File: src/rtl/serial_mult_seq.sv
// Sequential shift-and-add multiplier with put/get handshake, one multiplier bit per cycle.
// Optional macro SERIAL_MULT_SIGNED_EN switches to two's-complement operands (magnitude + sign).
module serial_mult_seq #(
  parameter int WIDTH = 8,
  localparam int CNT_W = $clog2(WIDTH + 1)
) (
  input  logic                 clk,
  input  logic                 rst_b,
  input  logic                 put,
  input  logic [WIDTH-1:0]     idata,
  input  logic                 get,
  output logic                 ready,
  output logic                 busy,
  output logic [2*WIDTH-1:0]   result,
  output logic                 result_valid
);

  localparam int PW = 2 * WIDTH;

  // Handshake: an operand is taken on a rising edge with put=1 && ready=1;
  // the product is released on a rising edge with get=1 && result_valid=1.
  typedef enum logic [1:0] {
    S_W4A  = 2'd0,
    S_W4B  = 2'd1,
    S_CALC = 2'd2,
    S_DONE = 2'd3
  } state_t;

  state_t             r_state;
  state_t             w_state_nxt;
  logic [WIDTH-1:0]   r_a;
  logic [WIDTH-1:0]   r_b;
  logic [WIDTH-1:0]   r_acc;
  logic [CNT_W-1:0]   r_cnt;
  logic [WIDTH-1:0]   w_operand;
  logic [WIDTH:0]     w_sum;
  logic [PW-1:0]      w_shift;
  logic [PW-1:0]      w_step;
  logic               w_last;

`ifdef SERIAL_MULT_SIGNED_EN
  logic               r_sign;

  // The most negative input negates to itself, which read unsigned is the correct magnitude.
  assign w_operand = idata[WIDTH-1] ? (~idata + WIDTH'(1)) : idata;
  assign w_step    = (w_last && r_sign) ? (~w_shift + PW'(1)) : w_shift;
`else
  assign w_operand = idata;
  assign w_step    = w_shift;
`endif

  assign w_sum   = {1'b0, r_acc} + (r_b[0] ? {1'b0, r_a} : '0);
  assign w_shift = {w_sum, r_b[WIDTH-1:1]};
  assign w_last  = (r_cnt == CNT_W'(WIDTH - 1));

  always_ff @(posedge clk or negedge rst_b) begin
    if (!rst_b) begin
      r_state <= S_W4A;
    end else begin
      r_state <= w_state_nxt;
    end
  end

  always_comb begin
    w_state_nxt  = r_state;
    ready        = 1'b0;
    busy         = 1'b0;
    result_valid = 1'b0;
    case (r_state)
      S_W4A: begin
        ready = 1'b1;
        if (put) w_state_nxt = S_W4B;
      end
      S_W4B: begin
        ready = 1'b1;
        if (put) w_state_nxt = S_CALC;
      end
      S_CALC: begin
        busy = 1'b1;
        if (w_last) w_state_nxt = S_DONE;
      end
      S_DONE: begin
        result_valid = 1'b1;
        if (get) w_state_nxt = S_W4A;
      end
      default: w_state_nxt = S_W4A;
    endcase
  end

  assign result = (r_state == S_DONE) ? {r_acc, r_b} : '0;

  // Product forms in {r_acc, r_b}: multiplier bits shift out of r_b as product bits shift in.
  always_ff @(posedge clk or negedge rst_b) begin
    if (!rst_b) begin
      r_a   <= '0;
      r_b   <= '0;
      r_acc <= '0;
      r_cnt <= '0;
`ifdef SERIAL_MULT_SIGNED_EN
      r_sign <= 1'b0;
`endif
    end else begin
      case (r_state)
        S_W4A: begin
          if (put) begin
            r_a <= w_operand;
`ifdef SERIAL_MULT_SIGNED_EN
            r_sign <= idata[WIDTH-1];
`endif
          end
        end
        S_W4B: begin
          if (put) begin
            r_b   <= w_operand;
            r_acc <= '0;
            r_cnt <= '0;
`ifdef SERIAL_MULT_SIGNED_EN
            r_sign <= r_sign ^ idata[WIDTH-1];
`endif
          end
        end
        S_CALC: begin
          r_acc <= w_step[PW-1:WIDTH];
          r_b   <= w_step[WIDTH-1:0];
          r_cnt <= r_cnt + CNT_W'(1);
        end
        default: begin
        end
      endcase
    end
  end

endmodule

File: config.mk
export PLATFORM = sky130hd
export DESIGN_NAME = serial_mult_seq
export DESIGN_NICKNAME = d
export VERILOG_FILES = /design/src/rtl/serial_mult_seq.sv
export SDC_FILE = /design/constraint.sdc
export NUM_CORES = 1
export LEC_CHECK = 0
export ABC_CLOCK_PERIOD_IN_PS = 1810
export CAP_MARGIN = 0
export CORE_ASPECT_RATIO = 0.9
export CORE_MARGIN = 1
export CORE_UTILIZATION = 45
export DETAILED_ROUTE_END_ITERATION = 7
export PLACE_DENSITY = 0.68
export SYNTH_ARGS = -nofsm -noshare
export SYNTH_HDL_FRONTEND = slang
export SYNTH_SLANG_ARGS = --single-unit
File: constraint.sdc
create_clock -name clk -period 1.81 [get_ports clk]
set_input_delay 0.362 -clock clk [delete_from_list [all_inputs] [get_ports clk]]
set_output_delay 0.362 -clock clk [all_outputs]
set_load 0.005 [all_outputs]
Word-level counts from Yosys, hierarchy flattened --
Index checks and enable logic that the tools add are counted.
Cells by class: multiplexer cells 16, equality and inequality tests 8, reductions and logical operators 6, $add $sub $neg 2
Operators by type and width (number):
- case mux 8 bit (2 select lines) | 2
- 2-to-1 mux 8 bit | 3
- 2-to-1 mux 16 bit | 1
- adder 8 x 8 -> 9 bit | 1
- 2-to-1 mux 2 bit | 4
- != test 2 bit, second input constant | 4
- case mux 2 bit (4 select lines) | 1
- case mux 4 bit (2 select lines) | 1
- adder 4 x 1 -> 4 bit, second input constant | 1
- == test 2 bit, second input constant | 2
- == test 4 x 3 -> 1 bit, second input constant | 1
- 2-to-1 mux 4 bit | 1
- AND reduction 2 bit | 2
- AND reduction 4 bit | 1
- 2-to-1 mux 1 bit | 3
- == test 2 x 1 -> 1 bit, second input constant | 1
- zero test 2 bit | 1
- nonzero test 2 bit | 1
- OR reduction 2 bit | 1
Word-level totals: logic and storage cells 37, flip-flop bits (word level) 30

Logic depth before layout (Yosys ltp) --
Gate-level depths: netlist (run 1).
word-level depth 3, depth in mapped cells 8

Least setup slack after synthesis (run 1) --
No wires, ideal clock.
path kind reg2reg, start point reg r_b[0], end point reg r_acc[5], stages on the path, launching flop included 8, library setup time 119 ps, data arrival time 1794 ps, period minus slack after synthesis 1913 ps, path buffers 0, required time 1691 ps, slack -103 ps, cells stage by stage dfrtp_1 > and2_1 > ha_1 > fa_1 > a21o_1 > a221oi_2 > xnor2_1 > o21ai_2
On the way: cells in the longest elaborated chain, start to end 3
RTL lines:
- from (decl) | line 32 | logic [WIDTH-1:0] r_b;
- from (signal assigned) | line 114 | r_b <= w_operand;
- from (signal assigned) | line 124 | r_b <= w_step[WIDTH-1:0];
- 2-to-1 mux 8 bit | line 52 | assign w_sum = {1'b0, r_acc} + (r_b[0] ? {1'b0, r_a} : '0);
- adder 8 x 8 -> 9 bit | line 52
- case mux 8 bit (2 select lines) | line 103 | case (r_state)
- to (signal assigned) | line 123 | r_acc <= w_step[PW-1:WIDTH];
- to (decl) | line 33 | logic [WIDTH-1:0] r_acc;
No other way between the ends. A chain may end at the register's enable or synchronous reset.

Worst setup path after layout (run 1) --
start point reg r_a[0], end point reg r_acc[5]
On the way: cells in the longest elaborated chain, start to end 3
RTL lines:
- from (decl) | line 31 | logic [WIDTH-1:0] r_a;
- from (signal assigned) | line 106 | r_a <= w_operand;
- 2-to-1 mux 8 bit | line 52
- adder 8 x 8 -> 9 bit | line 52
- case mux 8 bit (2 select lines) | line 103
No other way between the ends.

==> key figures, run 1 <==
Run status
  – Outcome: complete, but fails checks
  – Failing checks: setup timing

CTS
  – Clock latency on the worst-skew pair: just under 0.3 ns
  – CTS Sinks: 30
  – CTS tree: done
  – Max Buffers Root-to-Sink: 2
  – CTS root buf: clkbuf_8
  – Worst-path clk slew: 0.07 ns
  – CTS H-tree lvls: 2
  – CTS Buf Count: 5

Global routing
  – GRT Total Usage: 24.25%
  – First-pass GRT wire length: between 7 and 8 mm
  – Vias in the first global route: 1,523
  – Initial antenna violation count: 0
  – Total global routing overflow: 0
  – Largest net degree at the start of global routing: 31

Timing
  – Clock Skews: 0.009071 ns
  – Final hold slack: 0.4721 ns
  – RSZ-0062 raised after global routing: yes
  – Relative slew slack: 73.60%
  – Post-route setup slack: -0.1079 ns
  – Hold Fails Final Rpt: 0
  – Max Slew Vio Count: 0
  – Clock period minus worst slack: around 1.9 ns
  – Achievable clock frequency: ~520 MHz
  – Final TNS setup: -0.2726 ns
  – Fin crit share: 106.0%
  – Tightest Pin Transition: 0.3960 ns
  – Setup violators final: 6

Floorplan
  – Cell Rows: 21
  – Die Y: 61.86 um
  – Top Ports: 31
  – Core area: 3757 um^2
  – Starting density of the core: 47.69%
  – DIE AREA: 4238 um^2
  – DIE WIDTH: 68.52 um

Route
  – DRT iter0 DRCs: 157
  – Met2 Wirelength: 2.239 mm
  – DRT met1 WL: roughly 2.1 mm
  – Met3 wire length: 224 um
  – Vias: ~1,600
  – Remaining DRCs: 0
  – Final ANT Viol Nets: 0
  – Top Layer Used: met4
  – Via/cell ratio: 5.453
  – DRT Pass-1 Iters: 4
  – DRT Wirelength: about 4.7 mm
  – Routed length per placed instance: 16.26 um

Placement
  – Post-place instance area: 2271 um^2
  – Placed Cells: approximately 270
  – Hpwl dp: 3.158 mm
  – Gpl congestion: 1.014
  – Port bufs: 30

Setup path
  – Setup Crit Path Kind: flip-flop to flip-flop
  – Critical path endpoint category: flip-flop
  – Startpoint Class: flip-flop
  – Worst EP required: 1.98 ns
  – Max FO, Critical Path: 2
  – Crit path DAT: roughly 2.1 ns

Cells and area
  – Nets: 266
  – Layout cell share with drive strength beyond 1: between 30% and 40%
  – Post-Layout Cell Count: 287
  – Finished layout cell area: 2597 um^2
  – Synth-to-Final Area Change: 44.97%
  – Diodes inserted: 0

Pwr
  – Leakage: 0.001200 uW
  – Peak supply drop: 0.7632 mV
  – P per Cell Area: 1910 nW/um^2

Yosys
  – Distinct cells, synth: 35
  – Primary FF master, synth: dfrtp_1
  – Yosys reg bits: 30
  – Sequential area share after synthesis: 41.90%
  – Area contributors post-synth: dfrtp_1 42%, ha_1 9.1%, and2_1 8.4%
  – YS warnings: 0
  – EDFF count, synth: 0
  – Mapped Nets: 204
  – Share of the synthesized area in the top cell type: about two fifths
  – Post-synthesis cell count: ~180
  – Area of the mapped netlist: 1792 um^2
  – Most frequent cell after synthesis: dfrtp_1
  – Top post-synthesis cells by count: 30 x dfrtp_1, 24 x and2_1, 19 x nand2_1
  – Avg Cell Area, Syn: 10.07 um^2
  – Ys async rst share: 100.0%
  – Largest area contributor in the netlist: dfrtp_1

Job
  – Max-cap violations: 0

Hold path
  – Hold Path Class: input port to asynchronous set/reset pin
[sequential cells by signal, summed over array words and instances (netlist names)]
| signal | count |
|---|---|
| r_a | 8 |
| r_acc | 8 |
| r_b | 8 |
| r_cnt | 4 |
| r_state | 2 |
[report_power, final]
| group | internal [uW] | total (uW) | leakage (uW) | switching [uW] |
|---|---|---|---|---|
| clock | 305 | 569 | 0.0000472 | 264 |
| combinational | 1670 | 3160 | 0.000786 | 1490 |
| sequential | 980 | 1230 | 0.000367 | 248 |
| total | 2960 | 4960 | 0.00120 | 2010 |
[per-stage QoR]
stage          util [%]  setup slack (ns)  power (uW)
5_1_grt           69.13           -0.1557        5310
4_1_cts           68.07           -0.1248        4724
2_1_floorplan         -          -0.03520        2710
3_5_place_dp      60.44          -0.09380        3720
3_3_place_gp      60.44          -0.04216        3609
6_report          69.13           -0.1079        4961
[layout by cell type (no fill, tap or decap), types with 2 or more instances in the layout]
| master | synthesis | final |
|---|---|---|
| a21o_1 | 3 | 3 |
| a21oi_1 | 8 | 4 |
| a21oi_2 | 0 | 4 |
| a31oi_1 | 2 | 2 |
| and2_1 | 24 | 15 |
| and2_4 | 0 | 9 |
| buf_4 | 3 | 22 |
| buf_6 | 0 | 13 |
| clkbuf_2 | 0 | 7 |
| clkbuf_8 | 0 | 6 |
| clkdlybuf4s15_1 | 0 | 5 |
| clkdlybuf4s50_1 | 0 | 11 |
| dfrtp_1 | 30 | 29 |
| ha_1 | 13 | 7 |
| ha_4 | 0 | 5 |
| inv_1 | 8 | 5 |
| mux2_2 | 10 | 9 |
| mux2i_1 | 5 | 5 |
| nand2_1 | 19 | 19 |
| nand3_1 | 6 | 6 |
| nand4_1 | 2 | 2 |
| nor2_1 | 3 | 2 |
| o21ai_0 | 10 | 8 |
| o21ai_1 | 1 | 2 |
| o21ai_2 | 1 | 2 |
| o22ai_1 | 8 | 6 |
| o31ai_1 | 2 | 2 |
| xnor2_1 | 3 | 3 |
| xor2_1 | 2 | 2 |
[cell families after synthesis]
kind of cell             count (synthesis)  synth area share (%)
adder cells (fa/ha/maj)                 14                 10.20
AO/OA/AOI/OAI                           41                 14.80
buffers and inverters                   14                 3.701
multiplexers                            16                 9.846
flip-flops                              30                 41.90
AND/OR/NAND/NOR                         58                 17.11
XOR/XNOR                                 5                 2.445
[path summary, 6_finish.rpt]
| kind | from | endpoint | slack (ns) | cells after the start |
|---|---|---|---|---|
| max | r_a[0] | r_acc[5] | -0.11 | 7 |
| max reg2reg | r_a[0] | r_acc[5] | -0.11 | 7 |
| min in group clk | r_cnt[3] | r_cnt[3] | 0.51 | 1 |
| min reg2reg | r_cnt[3] | r_cnt[3] | 0.51 | 1 |
| max in group asynchronous | rst_b | r_state[0] | 1.04 | 2 |
| min | rst_b | r_cnt[0] | 0.47 | 2 |
[worst max-delay path: stages, from the launching register on]
cell and delay [ns]:
dfrtp_1 0.38, and2_1 0.16, ha_2 0.18, fa_2 0.33, a21o_1 0.20, a221oi_2 0.30
xnor2_1 0.17, o21ai_2 0.06
[area by class of cell]
type                    count  area [um^2]
multi-input cells         134         1115
clock inverters             2        12.51
repair buffers             61        540.5
flip-flops and latches     30        752.0
inverters                   8        37.54
clock buffers               6        82.58
fillers                   272         1160
well taps                  46        57.56
[layer usage]
metal  vias to the layer above  GRT usage (%)
li1                        756              -
met5                         -              0
met3                         8          6.387
met1                       762          31.03
met4                         0          11.31
met2                        39          38.52
[timing repair]
item | 4_1_cts | 5_1_grt
gates resized for setup | 63 | 46
setup buffers | 11 | 2
setup endpoints to repair | 24 | 33
hold buffers | 0 | 0
pin swaps | 14 | 11
gates cloned | 1 | 0
(Power assumes the default switching activity.)
==> inputs of run 2 (changes only) <==
CAP_MARGIN = unset   (was 0)
GPL_ROUTABILITY_DRIVEN = 0   (was unset)
HOLD_SLACK_MARGIN = 0.05   (was unset)
==> run 2 against run 1 <==
Effect of this change: global-route usage decreased by 0.097 points; non-clock buffer count decreased by 2; the run still ends with setup timing left; worst setup slack improved by 0.023 ns; utilization increased by 0.40 points.
==> key figures, run 2 (synthesized netlist as in run 1, its figures left out) <==
Run status
  – Failing checks: setup timing
  – Outcome: complete, but fails checks

Floorplan
  – DIE AREA: 4238 um^2 (unchanged)
  – Core area: 3757 um^2 (unchanged)
  – Top Ports: 31 (unchanged)
  – DIE WIDTH: 68.52 um (unchanged)
  – Die Y: 61.86 um (unchanged)
  – Starting density of the core: 47.69% (unchanged)
  – Cell Rows: 21 (unchanged)

Route
  – DRT Pass-1 Iters: 4 (unchanged)
  – Routed length per placed instance: 17.11 um (+5.3%)
  – Via/cell ratio: 5.575 (+2.2%)
  – Remaining DRCs: 0 (unchanged)
  – Vias: 1,589 (+1.5%)
  – DRT Wirelength: 4.877 mm (+4.5%)
  – Final ANT Viol Nets: 0 (unchanged)
  – DRT iter0 DRCs: 146 (-7.0%)

Global routing
  – Initial antenna violation count: 0 (unchanged)
  – GRT Total Usage: 24.16% (-0.097 points)
  – Total global routing overflow: 0 (unchanged)
  – Vias in the first global route: 1,545 (+1.4%)
  – Largest net degree at the start of global routing: 31 (unchanged)
  – First-pass GRT wire length: 7.417 mm (+2.7%)

CTS
  – Max Buffers Root-to-Sink: 2 (unchanged)
  – CTS H-tree lvls: 2 (unchanged)
  – Hold buffers post-CTS: 0 (unchanged)
  – Clock latency on the worst-skew pair: 0.28 ns (about the same)
  – CTS Sinks: 30 (unchanged)
  – Worst-path clk slew: 0.07 ns (about the same)
  – CTS Buf Count: 5 (unchanged)
  – CTS tree: done
  – CTS root buf: clkbuf_8

Timing
  – Max Slew Vio Count: 0 (unchanged)
  – Final hold slack: 0.4674 ns (-0.004666 ns)
  – Hold Fails Final Rpt: 0 (unchanged)
  – Relative slew slack: 74.43% (+0.83 points)
  – Clock Skews: 0.01040 ns (+0.001329 ns)
  – Achievable clock frequency: 527.6 MHz (+1.2%)
  – Post-route setup slack: -0.08537 ns (+0.02254 ns)
  – RSZ-0062 raised after global routing: yes
  – Setup violators final: 4 (-2)
  – Clock period minus worst slack: 1.895 ns (-0.02254 ns)
  – Tightest Pin Transition: 0.3835 ns (-0.01249 ns)
  – Fin crit share: 104.7% (-1.2 points)

Setup path
  – Buf/Inv on CP: 0 (unchanged)
  – Max FO, Critical Path: 3 (+1)
  – Startpoint Class: flip-flop
  – Crit-path cells: and2_4 -> ha_4 -> fa_2 -> a21o_1 -> a221oi_4 -> xnor2_1 -> o21ai_2
  – Worst path slowest cell: dfrtp_1
  – Worst path max stage delay: 0.41 ns (+0.03 ns)
  – Cell family with most CP delay: compound AO/OA/AOI/OAI gates
  – Setup Crit Path Kind: flip-flop to flip-flop
  – Worst EP required: 1.97 ns (about the same)
  – Critical path endpoint category: flip-flop
  – Crit path DAT: 2.06 ns (-0.03 ns)

Pwr
  – Leakage: 0.001177 uW (-2.0%)
  – Seq pwr share: 24.9% (about the same)
  – Clock power share: 11.3% (-0.2 points)
  – Internal power: 2950 uW (-0.19%)
  – Combinational fraction of design power: 63.8% (about the same)
  – Peak supply drop: 0.9393 mV (+23%)
  – P per Cell Area: 1905 nW/um^2 (-0.27%)
  – Net Sw Power: 2026 uW (+1.0%)
  – Switching part of the total: 40.72% (+0.29 points)

Cells and area
  – Most common cell after layout, fill and taps aside: dfrtp_1
  – Post-Layout Cell Count: 285 (-0.70%)
  – # fillers: 283 (+4.0%)
  – Layout cell share with drive strength beyond 1: 35.56% (-3.9 points)
  – Diodes inserted: 0 (unchanged)
  – Top Registers: r_a (8), r_acc (8), r_b (8)
  – Synth-to-Final Area Change: 45.81%
  – Finished layout cell area: 2613 um^2 (+0.58%)
  – Nets: 264 (-0.75%)
  – Commonest cells after routing, fill and taps aside: 28 x dfrtp_1, 21 x buf_4, 19 x and2_1, 19 x nand2_1, 11 x clkdlybuf4s50_1

Placement
  – Placed Cells: 267 (unchanged)
  – Port bufs: 30 (unchanged)
  – Post-place instance area: 2271 um^2 (unchanged)
  – Hpwl dp: 3.269 mm (+3.5%)

Job
  – Max-cap violations: 0 (unchanged)

Hold path
  – Hold Path Class: input port to asynchronous set/reset pin
==> run 2: per-layer routing <==
layer	share of wire (%)	track usage, %	wire (um)	up-vias
met2	50	39.36	2456	55
li1	-	-	-	747
met4	1.1	8.036	55	0
met3	4.4	4.562	217	6
met1	44	32.45	2147	781
met5	0	0	0	-
==> run 2: worst paths after layout <==
| kind | startpoint | cells past startpoint | slack, ns | end |
|---|---|---|---|---|
| max reg2reg | r_b[0] | 7 | -0.09 | r_acc[5] |
| max | r_b[0] | 7 | -0.09 | r_acc[5] |
| min in group clk | r_b[4] | 2 | 0.51 | r_b[4] |
| max in group asynchronous | rst_b | 2 | 1.05 | r_state[1] |
| min reg2reg | r_b[4] | 2 | 0.51 | r_b[4] |
| min | rst_b | 2 | 0.47 | r_cnt[3] |
==> run 2: through the flow <==
stage | TNS [ns] | util [%] | setup WS, ns | power (uW)
2_1_floorplan | -0.03520 | - | -0.03520 | 2710
3_3_place_gp | -0.1247 | 60.44 | -0.04323 | 3612
3_5_place_dp | -0.3114 | 60.44 | -0.1266 | 3727
4_1_cts | -0.5349 | 67.03 | -0.1160 | 4618
5_1_grt | -0.6082 | 69.53 | -0.1508 | 5296
6_report | -0.1421 | 69.53 | -0.08537 | 4976
==> run 2: worst register-to-register path: cells and delay by family, from the launching register on <==
family                     cells  cell delay (ns)
AOI/OAI and AO/OA              3             0.55
adders and majority gates      2             0.49
DFF                            1             0.41
xor gates and xnor gates       1             0.18
and+or+nand+nor                1             0.16
==> run 2: area by class of cell <==
class | count | area, um^2 | share of cell area, %
multi-input cells | 134 | 1149 | 43.97
clock buffers | 6 | 82.58 | 3.161
repair buffers | 59 | 523.0 | 20.02
flip-flops and latches | 30 | 753.2 | 28.83
clock inverters | 2 | 12.51 | 0.4789
well taps | 46 | 57.56 | 2.203
inverters | 8 | 35.03 | 1.341
==> run 2: power by group through the flow <==
stage | logic [uW] | clock network, uW | registers [uW]
final | 3170 | 563 | 1240
after global placement | 2420 | 0 | 1190
after global routing | 3420 | 599 | 1280
after floorplan | 1570 | 0 | 1140
after CTS | 2810 | 568 | 1240
after detailed placement | 2510 | 0 | 1210
==> run 2: timing repair <==
| item | in CTS | in global routing |
|---|---|---|
| pin swaps | 11 | 9 |
| buffers inserted | 7 | 3 |
| endpoints found under the setup margin | 24 | 35 |
| resized for setup | 59 | 31 |
| cloned | 1 | 0 |
| hold endpoints to repair | 0 | 0 |
==> inputs of run 3 (changes only) <==
SLEW_MARGIN = 20   (was unset)
==> results of run 3 <==
No change in the layout: final DEF, timing and power equal those of run 2.
